## src/rtl/conv_pool_ctrl.sv

```systemverilog
// rtl/conv_pool_ctrl.sv - conv window sequencer with saturating 2x2 max-pool output stage
//
// Purpose: walks a KxK window over an IMG_W x IMG_W image. For each pooled cell it
// fetches the four conv positions of the 2x2 quad, captures the saturated dot-product
// result of each, then offers max(q0..q3) on a valid/ready output.
//
// Ports:
//   clk, rst        clock, asynchronous active-high reset
//   start           one-cycle request to process one image (honoured only in IDLE)
//   busy, done      busy in FETCH/WAIT/EVAL/OUT; done pulses for one cycle at the end
//   pix_rd/pix_addr pixel read strobe and row-major address
//   pix_data        read data, returned one cycle after pix_rd
//   win             K*K pixel lanes to the dot-product unit (lane k = bits [8k+7:8k])
//   dp_result       combinational dot-product of win (IntSize+1 bits)
//   pool_valid/pool_ready/pool_data  pooled output handshake
module conv_pool_ctrl #(
  parameter int IMG_W   = 28,
  parameter int K       = 5,
  parameter int IntSize = 8
) (
  input  logic                   clk,
  input  logic                   rst,
  input  logic                   start,
  output logic                   busy,
  output logic                   done,
  output logic                   pix_rd,
  output logic [9:0]             pix_addr,
  input  logic [IntSize-1:0]     pix_data,
  output logic [K*K*IntSize-1:0] win,
  input  logic [IntSize:0]       dp_result,
  output logic                   pool_valid,
  input  logic                   pool_ready,
  output logic [IntSize-1:0]     pool_data
);

  localparam int NP = (IMG_W - K + 1) / 2;
  localparam int KK = K * K;
  localparam int KW = $clog2(KK);
  localparam int IW = $clog2(K);
  localparam int PW = $clog2(NP);

  localparam logic [KW-1:0] K_LAST = KW'(KK - 1);
  localparam logic [IW-1:0] J_LAST = IW'(K - 1);
  localparam logic [PW-1:0] P_LAST = PW'(NP - 1);

  typedef enum logic [2:0] {
    IDLE  = 3'd0,
    FETCH = 3'd1,
    WAIT  = 3'd2,
    EVAL  = 3'd3,
    OUT   = 3'd4,
    DONE  = 3'd5
  } state_t;

  state_t state, state_nxt;

  logic [PW-1:0]      pr, pc;      // pooled cell
  logic [1:0]         n;           // position inside the 2x2 quad
  logic [KW-1:0]      k;           // window slot being read
  logic [IW-1:0]      i, j;        // k split into window row/col
  logic [KW-1:0]      k_d;         // slot of the read whose data arrives now
  logic               rd_d;
  logic [IntSize-1:0] q [4];
  logic [IntSize-1:0] sat_res;
  logic [IntSize-1:0] m01, m23;
  logic [9:0]         row, col;
  logic               last_cell;

  // Conv position (r,c) = (2pr + n[1], 2pc + n[0]); add the window offset (i,j).
  assign row = 10'({pr, 1'b0}) + 10'(n[1]) + 10'(i);
  assign col = 10'({pc, 1'b0}) + 10'(n[0]) + 10'(j);
  assign pix_addr = (state == FETCH) ? (row * 10'(IMG_W) + col) : '0;

  // The MSB of dp_result set means the value is >= 2^IntSize.
  assign sat_res = dp_result[IntSize] ? '1 : dp_result[IntSize-1:0];

  assign m01       = (q[0] > q[1]) ? q[0] : q[1];
  assign m23       = (q[2] > q[3]) ? q[2] : q[3];
  assign pool_data = (m01 > m23) ? m01 : m23;

  assign last_cell = (pr == P_LAST) && (pc == P_LAST);

  always_ff @(posedge clk or posedge rst) begin
    if (rst) state <= IDLE;
    else     state <= state_nxt;
  end

  always_comb begin
    state_nxt  = state;
    busy       = 1'b0;
    done       = 1'b0;
    pix_rd     = 1'b0;
    pool_valid = 1'b0;
    case (state)
      IDLE: begin
        if (start) state_nxt = FETCH;
      end
      FETCH: begin
        busy   = 1'b1;
        pix_rd = 1'b1;
        if (k == K_LAST) state_nxt = WAIT;
      end
      WAIT: begin
        busy      = 1'b1;
        state_nxt = EVAL;
      end
      EVAL: begin
        busy      = 1'b1;
        state_nxt = (n == 2'd3) ? OUT : FETCH;
      end
      OUT: begin
        busy       = 1'b1;
        pool_valid = 1'b1;
        if (pool_ready) state_nxt = last_cell ? DONE : FETCH;
      end
      DONE: begin
        done      = 1'b1;
        state_nxt = IDLE;
      end
      default: state_nxt = IDLE;
    endcase
  end

  always_ff @(posedge clk or posedge rst) begin
    if (rst) begin
      pr   <= '0;
      pc   <= '0;
      n    <= '0;
      k    <= '0;
      i    <= '0;
      j    <= '0;
      k_d  <= '0;
      rd_d <= 1'b0;
      win  <= '0;
      for (int s = 0; s < 4; s++) q[s] <= '0;
    end else begin
      rd_d <= pix_rd;
      k_d  <= k;
      // Read data lags its strobe by one cycle, so lane k_d is filled here.
      for (int s = 0; s < KK; s++) begin
        if (rd_d && (k_d == KW'(s))) win[s*IntSize +: IntSize] <= pix_data;
      end
      case (state)
        IDLE: begin
          if (start) begin
            pr <= '0;
            pc <= '0;
            n  <= '0;
            k  <= '0;
            i  <= '0;
            j  <= '0;
          end
        end
        FETCH: begin
          if (k == K_LAST) begin
            k <= '0;
            i <= '0;
            j <= '0;
          end else begin
            k <= k + 1'b1;
            if (j == J_LAST) begin
              j <= '0;
              i <= i + 1'b1;
            end else begin
              j <= j + 1'b1;
            end
          end
        end
        EVAL: begin
          q[n] <= sat_res;
          n    <= n + 1'b1;    // wraps 3 -> 0 for the next cell
        end
        OUT: begin
          if (pool_ready) begin
            if (last_cell) begin
              pr <= '0;
              pc <= '0;
            end else if (pc == P_LAST) begin
              pc <= '0;
              pr <= pr + 1'b1;
            end else begin
              pc <= pc + 1'b1;
            end
          end
        end
        default: ;
      endcase
    end
  end

endmodule

```

## config.mk

```make
export PLATFORM = sky130hd
export DESIGN_NAME = conv_pool_ctrl
export DESIGN_NICKNAME = d
export VERILOG_FILES = /design/src/rtl/conv_pool_ctrl.sv
export SDC_FILE = /design/constraint.sdc
export NUM_CORES = 1
export LEC_CHECK = 0
export BUFFER_PORTS_ARGS = -buffer_cell sky130_fd_sc_hd__buf_2
export CORE_MARGIN = 2
export CORE_UTILIZATION = 50
export DETAILED_ROUTE_END_ITERATION = 6
export PLACE_DENSITY = 0.78
export SLEW_MARGIN = 40
export SYNTH_ARGS = -nofsm -noshare
export SYNTH_HDL_FRONTEND = slang
export SYNTH_SLANG_ARGS = --single-unit
```

## constraint.sdc

```tcl
create_clock -name clk -period 18.2 [get_ports clk]
set_input_delay 1.82 -clock clk [delete_from_list [all_inputs] [get_ports clk]]
set_output_delay 1.82 -clock clk [all_outputs]
set_load 0.02 [all_outputs]
```

==> results of run 1 <==
cell type report:
cell class,instances,area (sq um)
clock inverter,9,151
fill,1914,9060
clock buffer,42,823
tap,319,399
inverter,46,180
multi-input combinational,594,5180
sequential,262,6560
timing repair buffer,245,1260
critical path: stages, from the launching register on:
cell and delay (ps):
dfrtp_1 440, ha_1 240, fa_1 400, xor2_1 440, fa_1 520, ha_1 220
inv_1 70, fa_1 400, inv_1 70, ha_1 260, o21a_1 120, o31a_1 110
o21ai_1 240, nor3_2 70, xnor3_1 330, nor2_1 80, buf_2 170
power groups by stage:
stage	registers, mW	logic [mW]	clock network (mW)
finish	0.971	1.18	0.583
global route	1.00	1.27	0.622
CTS	0.969	1.19	0.595
detailed placement	0.977	1.18	0
global placement	0.961	1.15	0
floorplan	1.21	0.570	0
metrics by stage:
stage / instances / instance area [sq um] / utilization (%)
CTS: 1516 / 14500 / 61.5
detailed placement: 1465 / 13500 / 57.4
floorplan: 939 / 12100 / -
global placement: 1465 / 13500 / 57.3
finish: 1517 / 14500 / 61.6
global route: 1517 / 14500 / 61.6
how the worst min path moves through the flow:
stage | cells past startpoint | startpoint | to
2_1_floorplan | 0 | k[4] | k_d[4]
3_3_place_gp | 0 | k[4] | k_d[4]
3_5_place_dp | 0 | k[4] | k_d[4]
4_1_cts | 0 | k[4] | k_d[4]
5_1_grt | 0 | k[4] | k_d[4]
6_report | 0 | k[4] | k_d[4]
logic make-up (layout without fill, tap and decap cells):
kind of cell | count (synthesis) | after routing | synth area share, %
flops | 262 | 262 | 54.3
mux | 226 | 226 | 21.1
simple gates | 177 | 177 | 8.16
compound gates | 113 | 113 | 5.62
buf+inv | 83 | 342 | 2.87
fa+ha+maj | 62 | 62 | 6.73
xor+xnor | 16 | 16 | 1.27
layout by cell type (no fill, tap or decap), types with 4 or more instances in the layout:
| master | n |
|---|---|
| a22o_1 | 5 |
| ha_1 | 57 |
| o21ai_0 | 59 |
| nor2b_1 | 11 |
| xor2_1 | 7 |
| mux2i_1 | 25 |
| nor3_1 | 4 |
| o31ai_1 | 4 |
| clkbuf_1 | 7 |
| mux2_1 | 9 |
| nand3_1 | 5 |
| buf_2 | 242 |
| clkbuf_8 | 7 |
| nor2_2 | 5 |
| dfrtp_1 | 262 |
| nand2_1 | 68 |
| a22oi_1 | 4 |
| and3_1 | 4 |
| xnor2_1 | 8 |
| a21oi_1 | 20 |
| nor2_1 | 29 |
| nand4_1 | 9 |
| nand2_2 | 13 |
| mux2_2 | 184 |
| fa_1 | 5 |
| mux2_4 | 8 |
| nand2b_1 | 4 |
| inv_1 | 45 |
| a21o_1 | 7 |
| clkbuf_16 | 28 |
sequential cells by signal, indices dropped and copies added, names as in the netlist:
register  cells
j             3
n             2
win         200
i             3
k_d           5
q            32
pr            4
pc            4
rd_d          1
k             5
state         3
routing by layer:
layer	global-route usage [%]	share of wire [%]
met1	28.2	43
met2	37.2	50
met3	3.57	4.7
met4	6.20	2.4
met5	0	0
synthesized netlist by cell type, drive strengths merged, types with 4 or more instances:
| cell type | instances | area (sq um) |
|---|---|---|
| xnor2 | 8 | 70.1 |
| o21ai | 61 | 305 |
| a22o | 5 | 43.8 |
| nand2b | 5 | 38.8 |
| a21oi | 21 | 109 |
| nand3 | 6 | 35.0 |
| dfrtp | 262 | 6560 |
| xor2 | 7 | 61.3 |
| inv | 46 | 173 |
| and3 | 4 | 25.0 |
| clkbuf | 26 | 97.6 |
| ha | 57 | 713 |
| fa | 5 | 100 |
| buf | 11 | 76.3 |
| mux2i | 25 | 250 |
| mux2 | 201 | 2290 |
| a21o | 7 | 52.6 |
| nor2b | 11 | 68.8 |
| o31ai | 4 | 30.0 |
| a22oi | 4 | 30.0 |
| nor2 | 37 | 174 |
| nor3 | 7 | 50.1 |
| nand2 | 81 | 337 |
| nand4 | 10 | 68.8 |
==> results.txt, run 1 <==
Cell Rows - 56
Cts hold-fix bufs - 0
Status - complete, no violations
RSZ-0062 raised after global routing - no
Initial antenna violation count - 0
CTS tree - built
H-tree depth - 1
Sw Share - 39.2%
Clock buffer count from CTS - 28
Post-CTS setup buffers - 0
Via density per instance - 5.36
Reg power frac - 35.5%
Setup crit start - n[1]
PD cells - 188 nW/um^2
Final Hold Fails - 0
Worst hold margin - 444 ps
Max-cap violations - 0
DR DRC count - 0
Vias - 8130
Net Sw Power - 1.07 mW
Setup-failing EPs final - 0
ANT nets after route - 0
Worst Clk Skew - 17.7 ps
Reg2reg start - state[0]
Width of the die - 159 microns
Antenna fix cells - 0
Post-CTS Resized - 0
Clock transition at the registers of the reported paths - 60 ps
Clock Power Share - 21.3%
CP Max Fanout - 5
First-pass DRT Iterations - 4
DP Worst Slack - 12210 ps
Post-synthesis async set-or-reset flop share - 100%
Worst IR Drop VDD - 0.118 mV
R2r setup slk - 15940 ps
Grt total ovfl - 0
Die area - 25400 sq um
Slew HR - 50.0%
Detailed Place HPWL - 19400 microns
Fin worst setup slack - 11660 ps
Cell Area, Synth - 12100 sq um
Fraction of layout cells with a size suffix above 1 - 43.2%
Mapped Cells - 939
Area Overhead vs Synth - 20.4%
First-pass GRT wire length - 44500 microns
Vias in the first global route - 8109
CTS root buffer - clkbuf_16
IO Port Bufs - 242
P_leak - 7.31 nW
Fin nets - 1260
Effective utilization at floorplan - 51.2%
Logic pwr share - 43.2%
Peak Freq - 0.153 GHz
Ys flop type - dfrtp_1
GRT Util Overall - 21.6%
EDFF count, synth - 0
Total power - 2.73 mW
Clk_lat worst skew - 550 ps
Seq/Total Area, Yosys - 54.3%
WL final - 27600 microns
Ys Warns - 0
CP arrival - 4720 ps
Core area - 23600 sq um
Post-route minimum period - 6540 ps
Largest net degree at the start of global routing - 110
Critical path endpoint - pix_addr[9]
Post-Syn Nets - 1022
CP required - 16380 ps
Tcrit/Tclk final - 36.0%
Yosys cell types - 56
Ports - 243
DR WL/cell - 18.2 microns
Worst-margin pin slew - 745 ps
Final slew viol count - 0
Critical R2R Capture - i[0]
Flops & latches, synth - 262
Initial drt markers - 559
Setup CP Type - register to output pin
Setup_tns - 0 ps
Startpoint Class - register
R2r worst-path depth - 7
Synthesized area per cell - 12.9 sq um
GPL Wtd Cong - 0.832
Die height - 159 microns
HP Class - register to register
Max clock buf depth - 3
Clock Sink Count - 262
Worst setup EP type - output pin
Internal power - 1.66 mW
Note: power is estimated with default switching activity, not from simulation.
==> run 2: changes to the inputs <==
--- a/config.mk
+++ b/config.mk
@@ -5,11 +5,12 @@
 export SDC_FILE = /design/constraint.sdc
 export NUM_CORES = 1
 export LEC_CHECK = 0
+export ABC_AREA = 1
 export BUFFER_PORTS_ARGS = -buffer_cell sky130_fd_sc_hd__buf_2
 export CORE_MARGIN = 2
 export CORE_UTILIZATION = 50
 export DETAILED_ROUTE_END_ITERATION = 6
-export PLACE_DENSITY = 0.78
+export PLACE_DENSITY = 0.81
 export SLEW_MARGIN = 40
 export SYNTH_ARGS = -nofsm -noshare
 export SYNTH_HDL_FRONTEND = slang
==> constraint.sdc (replaced) <==
create_clock -name clk -period 5.5 [get_ports clk]
set_input_delay 0.55 -clock clk [delete_from_list [all_inputs] [get_ports clk]]
set_output_delay 0.55 -clock clk [all_outputs]
set_load 0.02 [all_outputs]
==> run 2 against run 1 <==
  * First-iteration DRC count rose by 23%
  * Setup slack got worse by 11000 ps
  * Routed wire length rose by 6.1%
  * Non-clock buffer count did not move
  * Power rose to 3.2 times the previous value
  * Utilization fell by 0.58 points
  * Final cell count rose by 24%
  * Hold slack got worse by 380 ps
  * Combinational power rose to 3.4 times the previous value
  * Sequential power rose to 2.8 times the previous value
  * Count of clock-buffer cells in the layout fell by 3
  * Largest cell class unchanged
  * Largest power group unchanged
==> results.txt, run 2 <==
DR WL/cell - 15.6 microns
Clock buffer count from CTS - 28
Internal power - 4.94 mW
CP Max Fanout - 5
Slew HR - 54.3%
Flops & latches, synth - 262
Synth top area share - 54.9%
Grt total ovfl - 0
CP required - 4950 ps
Final slew viol count - 0
Initial drt markers - 687
Clk_lat worst skew - 570 ps
Sw Share - 43.4%
Tcrit/Tclk final - 89.7%
Max-cap violations - 0
Final Hold Fails - 0
Synth Area in Compound Gates - 12.6%
Area Overhead vs Synth - 19.9%
EDFF count, synth - 0
Setup CP Type - register to output pin
IO Port Bufs - 242
Worst-margin pin slew - 684 ps
First-pass GRT wire length - 45400 microns
Finished Core Util - 61.0%
Cell Rows - 56
Cell Area, Synth - 12000 sq um
Vias in the first global route - 8951
H-tree depth - 1
Most common cell after layout, fill and taps aside - nand2_1
Adder-Cell Fraction of Synth Area - 6.81%
GRT Util Overall - 22.7%
Net Sw Power - 3.79 mW
CTS tree - built
Multiplexer share of the synthesized area - 0.0838%
Layout filler cell count - 1945
Worst IR Drop VDD - 0.707 mV
First-pass DRT Iterations - 5
Fin nets - 1616
Core area - 23500 sq um
Worst hold margin - 69.2 ps
Die area - 25200 sq um
ANT nets after route - 0
Logic pwr share - 46.1%
Area leader, netlist - dfrtp_1
Clock Power Share - 22.3%
Width of the die - 159 microns
Largest regs - win (200), q (32)
Die height - 159 microns
PD cells - 609 nW/um^2
Simple-Gate Fraction of Synth Area - 18.5%
Worst Clk Skew - 44.4 ps
Initial antenna violation count - 0
Status - complete, no violations
Setup_tns - 0 ps
Seq/Total Area, Yosys - 54.9%
Via density per instance - 5.19
Clock transition at the registers of the reported paths - 60 ps
Fin worst setup slack - 567 ps
CP arrival - 4380 ps
Antenna fix cells - 0
Total power - 8.72 mW
RSZ-0062 raised after global routing - no
Placed Area - 13300 sq um
Peak Freq - 0.203 GHz
Count leader, synth - nand2_1
Post-Syn Nets - 1387
Commonest cells in the netlist - nand2_1 (360), dfrtp_1 (262), o21ai_0 (152)
Startpoint Class - register
Commonest non-fill, non-tap cells in the layout - nand2_1 (360), dfrtp_1 (262), buf_2 (242)
Vias - 9720
WL final - 29300 microns
Effective utilization at floorplan - 50.9%
Post-Place Cells - 1821
Max clock buf depth - 3
Ys Warns - 0
P_leak - 7.54 nW
Mapped Cells - 1304
Largest net degree at the start of global routing - 146
Fraction of layout cells with a size suffix above 1 - 23.3%
Clock Sink Count - 262
Reg power frac - 31.5%
Ports - 243
Ys flop type - dfrtp_1
Largest family of logic cells by synthesized area - simple AND/OR/NAND/NOR gates
Post-CTS setup buffers - 0
HP Class - primary input to async pin
Post-route minimum period - 4930 ps
CTS root buffer - clkbuf_16
Layout Cells excl Fill - 1874
Post-CTS Resized - 0
Setup-failing EPs final - 0
GPL Wtd Cong - 0.863
Post-synthesis async set-or-reset flop share - 100%
DR DRC count - 0
Largest register FFs - 200
Synth area leaders - dfrtp_1 (55%), nand2_1 (11%), o21ai_0 (6.4%), ha_1 (6.0%), o21ai_1 (3.6%)
Synthesized area per cell - 9.16 sq um
Worst setup EP type - output pin
Detailed Place HPWL - 20000 microns
Final Cell Area - 14300 sq um
Top reg by flops - win
Cts hold-fix bufs - 0
Yosys cell types - 35
XOR/XNOR Fraction of Synth Area - 0.953%
DP Worst Slack - 1120 ps
run 2: path summary, 6_finish.rpt:
| check | start | endpoint | slack [ps] | depth (start not counted) |
|---|---|---|---|---|
| setup / recovery | n[1] | pix_addr[8] | 570 | 19 |
| hold / removal | rst | win[42] | 70 | 3 |
| setup reg to reg | state[1] | i[0] | 3400 | 10 |
| hold reg to reg | k[4] | k_d[4] | 460 | 0 |
| max in group asynchronous | rst | win[173] | 4650 | 4 |
| min in group clk | pool_ready | state[2] | 350 | 4 |
run 2: critical path, cell delays in order, from the launching register on:
cell and delay [ps]:
dfrtp_1 430, ha_1 230, fa_1 400, xor2_1 450
xnor2_1 190, inv_1 60, ha_1 290, inv_1 60
fa_1 530, inv_1 40, ha_1 340, nand2_1 60
inv_1 70, nand4_1 80, nand3_1 120, nand3_1 110
nand2_1 80, nand2_1 40, nor2_1 90, buf_2 160
run 2: layer usage:
layer,share of wire [%],routed length (microns),global-route usage (%),up-vias
met5,0,0,0,-
met4,3.2,949,7.72,0
met3,6.4,1890,3.43,67
met2,49,14400,39.9,306
met1,41,12100,28.7,4630
li1,-,-,-,4717
run 2: cell families (layout without fill, tap and decap cells):
| logic type | Yosys count | in the layout |
|---|---|---|
| simple gates | 511 | 511 |
| compound gates | 288 | 288 |
| flops | 262 | 262 |
| buf+inv | 167 | 418 |
| fa+ha+maj | 62 | 62 |
| xor+xnor | 13 | 13 |
| mux | 1 | 1 |
run 2: power groups by stage:
stage | Clock, mW | Sequential, mW | Combinational [mW]
floorplan | 0 | 3.18 | 2.40
global placement | 0 | 2.75 | 3.88
detailed placement | 0 | 2.77 | 4.00
CTS | 1.97 | 2.75 | 4.04
global route | 2.05 | 2.81 | 4.51
finish | 1.95 | 2.75 | 4.03
run 2: area by class of cell:
type,instances,area (sq um),area share (%)
clock inverters,13,173,1.21
inverters,121,458,3.20
repair buffers,245,1280,8.93
clock buffers,39,802,5.60
multi-input cells,875,4660,32.5
flip-flops and latches,262,6560,45.8
well taps,319,399,2.79
==> run 3: changes to the inputs <==
--- a/config.mk
+++ b/config.mk
@@ -7,11 +7,11 @@
 export LEC_CHECK = 0
 export ABC_AREA = 1
 export BUFFER_PORTS_ARGS = -buffer_cell sky130_fd_sc_hd__buf_2
+export CORE_ASPECT_RATIO = 0.9
 export CORE_MARGIN = 2
 export CORE_UTILIZATION = 50
 export DETAILED_ROUTE_END_ITERATION = 6
 export PLACE_DENSITY = 0.81
-export SLEW_MARGIN = 40
 export SYNTH_ARGS = -nofsm -noshare
 export SYNTH_HDL_FRONTEND = slang
 export SYNTH_SLANG_ARGS = --single-unit
==> run 3 against run 2 <==
  * Via count is 1.0% higher
  * Die area hardly changed
  * Final cell count shrank 1.1%
  * Power is 1.2% higher
  * Flip-flop and latch count unchanged
  * Final area is 0.41% lower
  * First-iteration DRC count increased by 20%
  * Utilization decreased by 0.085 points
  * Critical path depth unchanged
  * Clock power grew 3%
  * Combinational power up 1%
  * Highest routed layer unchanged
==> results.txt, run 3 (synthesized netlist as in run 2, its figures left out) <==
Most common cell after layout, fill and taps aside - nand2_1
HP Class - primary input to async pin
Startpoint Class - register
Via density per instance - 5.30
Clock Power Share - 22.6%
Slew HR - 19.9%
PD cells - 619 nW/um^2
Crit path largest cell delay - 530 ps
Layout Cells excl Fill - 1853
Setup CP Type - register to output pin
Cell at the slowest stage of the critical path - fa_1
Largest register FFs - 200
Worst-margin pin slew - 1200 ps
Ports - 243
CP required - 4950 ps
Vias in the first global route - 9240
Setup-failing EPs final - 0
Max-cap violations - 0
Largest net degree at the start of global routing - 110
Status - complete, no violations
P_leak - 7.52 nW
DP Worst Slack - 1080 ps
R2r worst-path depth - 10
Post-CTS setup buffers - 0
Net Sw Power - 3.84 mW
Final slew viol count - 0
Worst Clk Skew - 23.6 ps
DR WL/cell - 16.4 microns
Width of the die - 167 microns
Grt total ovfl - 0
IO Port Bufs - 242
Sw Share - 43.5%
GPL Wtd Cong - 0.875
Reg area - 6560 sq um
GRT Util Overall - 23.7%
DR DRC count - 0
Fraction of layout cells with a size suffix above 1 - 22.6%
H-tree depth - 1
Layout filler cell count - 1944
Cell Rows - 53
First-pass DRT Iterations - 5
Post-route minimum period - 5000 ps
Commonest non-fill, non-tap cells in the layout - nand2_1 (360), dfrtp_1 (262), buf_2 (242)
Post-CTS Resized - 0
Cts hold-fix bufs - 0
Reg power frac - 31.1%
WL final - 30400 microns
Initial drt markers - 822
Area Overhead vs Synth - 19.4%
Setup_tns - 0 ps
Vias - 9817
Core area - 23400 sq um
CP Max Fanout - 5
CTS tree - built
Logic pwr share - 46.2%
Initial antenna violation count - 0
Clock transition at the registers of the reported paths - 70 ps
CTS root buffer - clkbuf_16
Top reg by flops - win
Clk_lat worst skew - 550 ps
Cell mode on critical path - inv_1
RSZ-0062 raised after global routing - no
Clock buffer count from CTS - 27
Worst IR Drop VDD - 0.792 mV
Max clock buf depth - 3
Fin worst setup slack - 499 ps
Peak Freq - 0.200 GHz
Effective utilization at floorplan - 51.1%
ANT nets after route - 0
Worst setup EP type - output pin
Internal power - 4.99 mW
Multi-input logic area - 4660 sq um
Tcrit/Tclk final - 90.9%
Post-Place Cells - 1805
Antenna fix cells - 0
Clock Sink Count - 262
Largest regs - win (200), q (32)
CP arrival - 4450 ps
Fin nets - 1615
Detailed Place HPWL - 20700 microns
Worst hold margin - 42.8 ps
First-pass GRT wire length - 48000 microns
Final Hold Fails - 0
Crit path cell chain - ha_1 -> fa_1 -> xor2_1 -> xnor2_1 -> inv_1 -> ha_1 -> inv_1 -> fa_1 -> inv_1 -> ha_1 -> nand2_1 -> inv_1 -> nand4_1 -> nand3_1 -> nand3_1 -> nand2_1 -> nand2_1 -> nor2_1 -> buf_2
Die area - 25200 sq um
Die height - 151 microns
-- run 3: changes by cell type in the layout (fill, tap and decap cells not counted), moves of 2 or more --
cell	previous run	this run
inv_2	15	7
bufinv_16	3	6
clkbuf_8	6	2
clkinv_2	7	3
clkinvlp_4	1	5
buf_4	0	2
inv_1	104	112
-- run 3: path summary, 6_finish.rpt --
| path | from | end | slack, ps |
|---|---|---|---|
| max reg2reg | state[1] | i[0] | 2930 |
| max in group asynchronous | rst | j[0] | 4110 |
| max | n[1] | pix_addr[8] | 500 |
| min | rst | win[17] | 40 |
| min reg2reg | k[1] | k_d[1] | 420 |
| min in group clk | pool_ready | state[2] | 320 |
-- run 3: routing by layer --
layer  part of all wire [%]  GRT usage, %  vias to the layer above  routed length, microns
met1                     43          31.7                     4663                   13200
met2                     48          39.7                      373                   14500
li1                       -             -                     4710                       -
met5                      0             0                        -                       0
met3                    5.9          3.50                       71                    1780
met4                    2.9          8.53                        0                     897
-- run 3: worst max-delay path, delay by kind of cell, from the launching register on --
| kind | cells | cell delay [ps] |
|---|---|---|
| xor+xnor | 2 | 670 |
| fa+ha+maj | 5 | 1790 |
| buf+inv | 5 | 400 |
| flops | 1 | 430 |
| simple gates | 7 | 620 |
-- run 3: power by group through the flow --
stage               Sequential [mW]  Combinational [mW]  Clock (mW)
floorplan                      3.18                2.40           0
global placement               2.75                3.92           0
detailed placement             2.77                4.05           0
CTS                            2.75                4.08        2.03
global route                   2.81                4.54        2.11
finish                         2.75                4.08        2.00
-- run 3: through the flow --
step | cell area, sq um | util, % | power [mW]
floorplan | 12000 | - | 5.57
CTS | 14300 | 60.9 | 8.86
detailed placement | 13300 | 56.8 | 6.82
global route | 14300 | 60.9 | 9.46
global placement | 13300 | 56.8 | 6.66
finish | 14300 | 60.9 | 8.83
-- run 3: area by class of cell --
type	instances	share of cell area [%]
Tap cell	302	2.65
Clock inverter	15	1.78
Clock buffer	33	5.03
Sequential cell	262	46.0
Timing Repair Buffer	245	8.73
Inverter	121	3.21
Multi-Input combinational cell	875	32.6
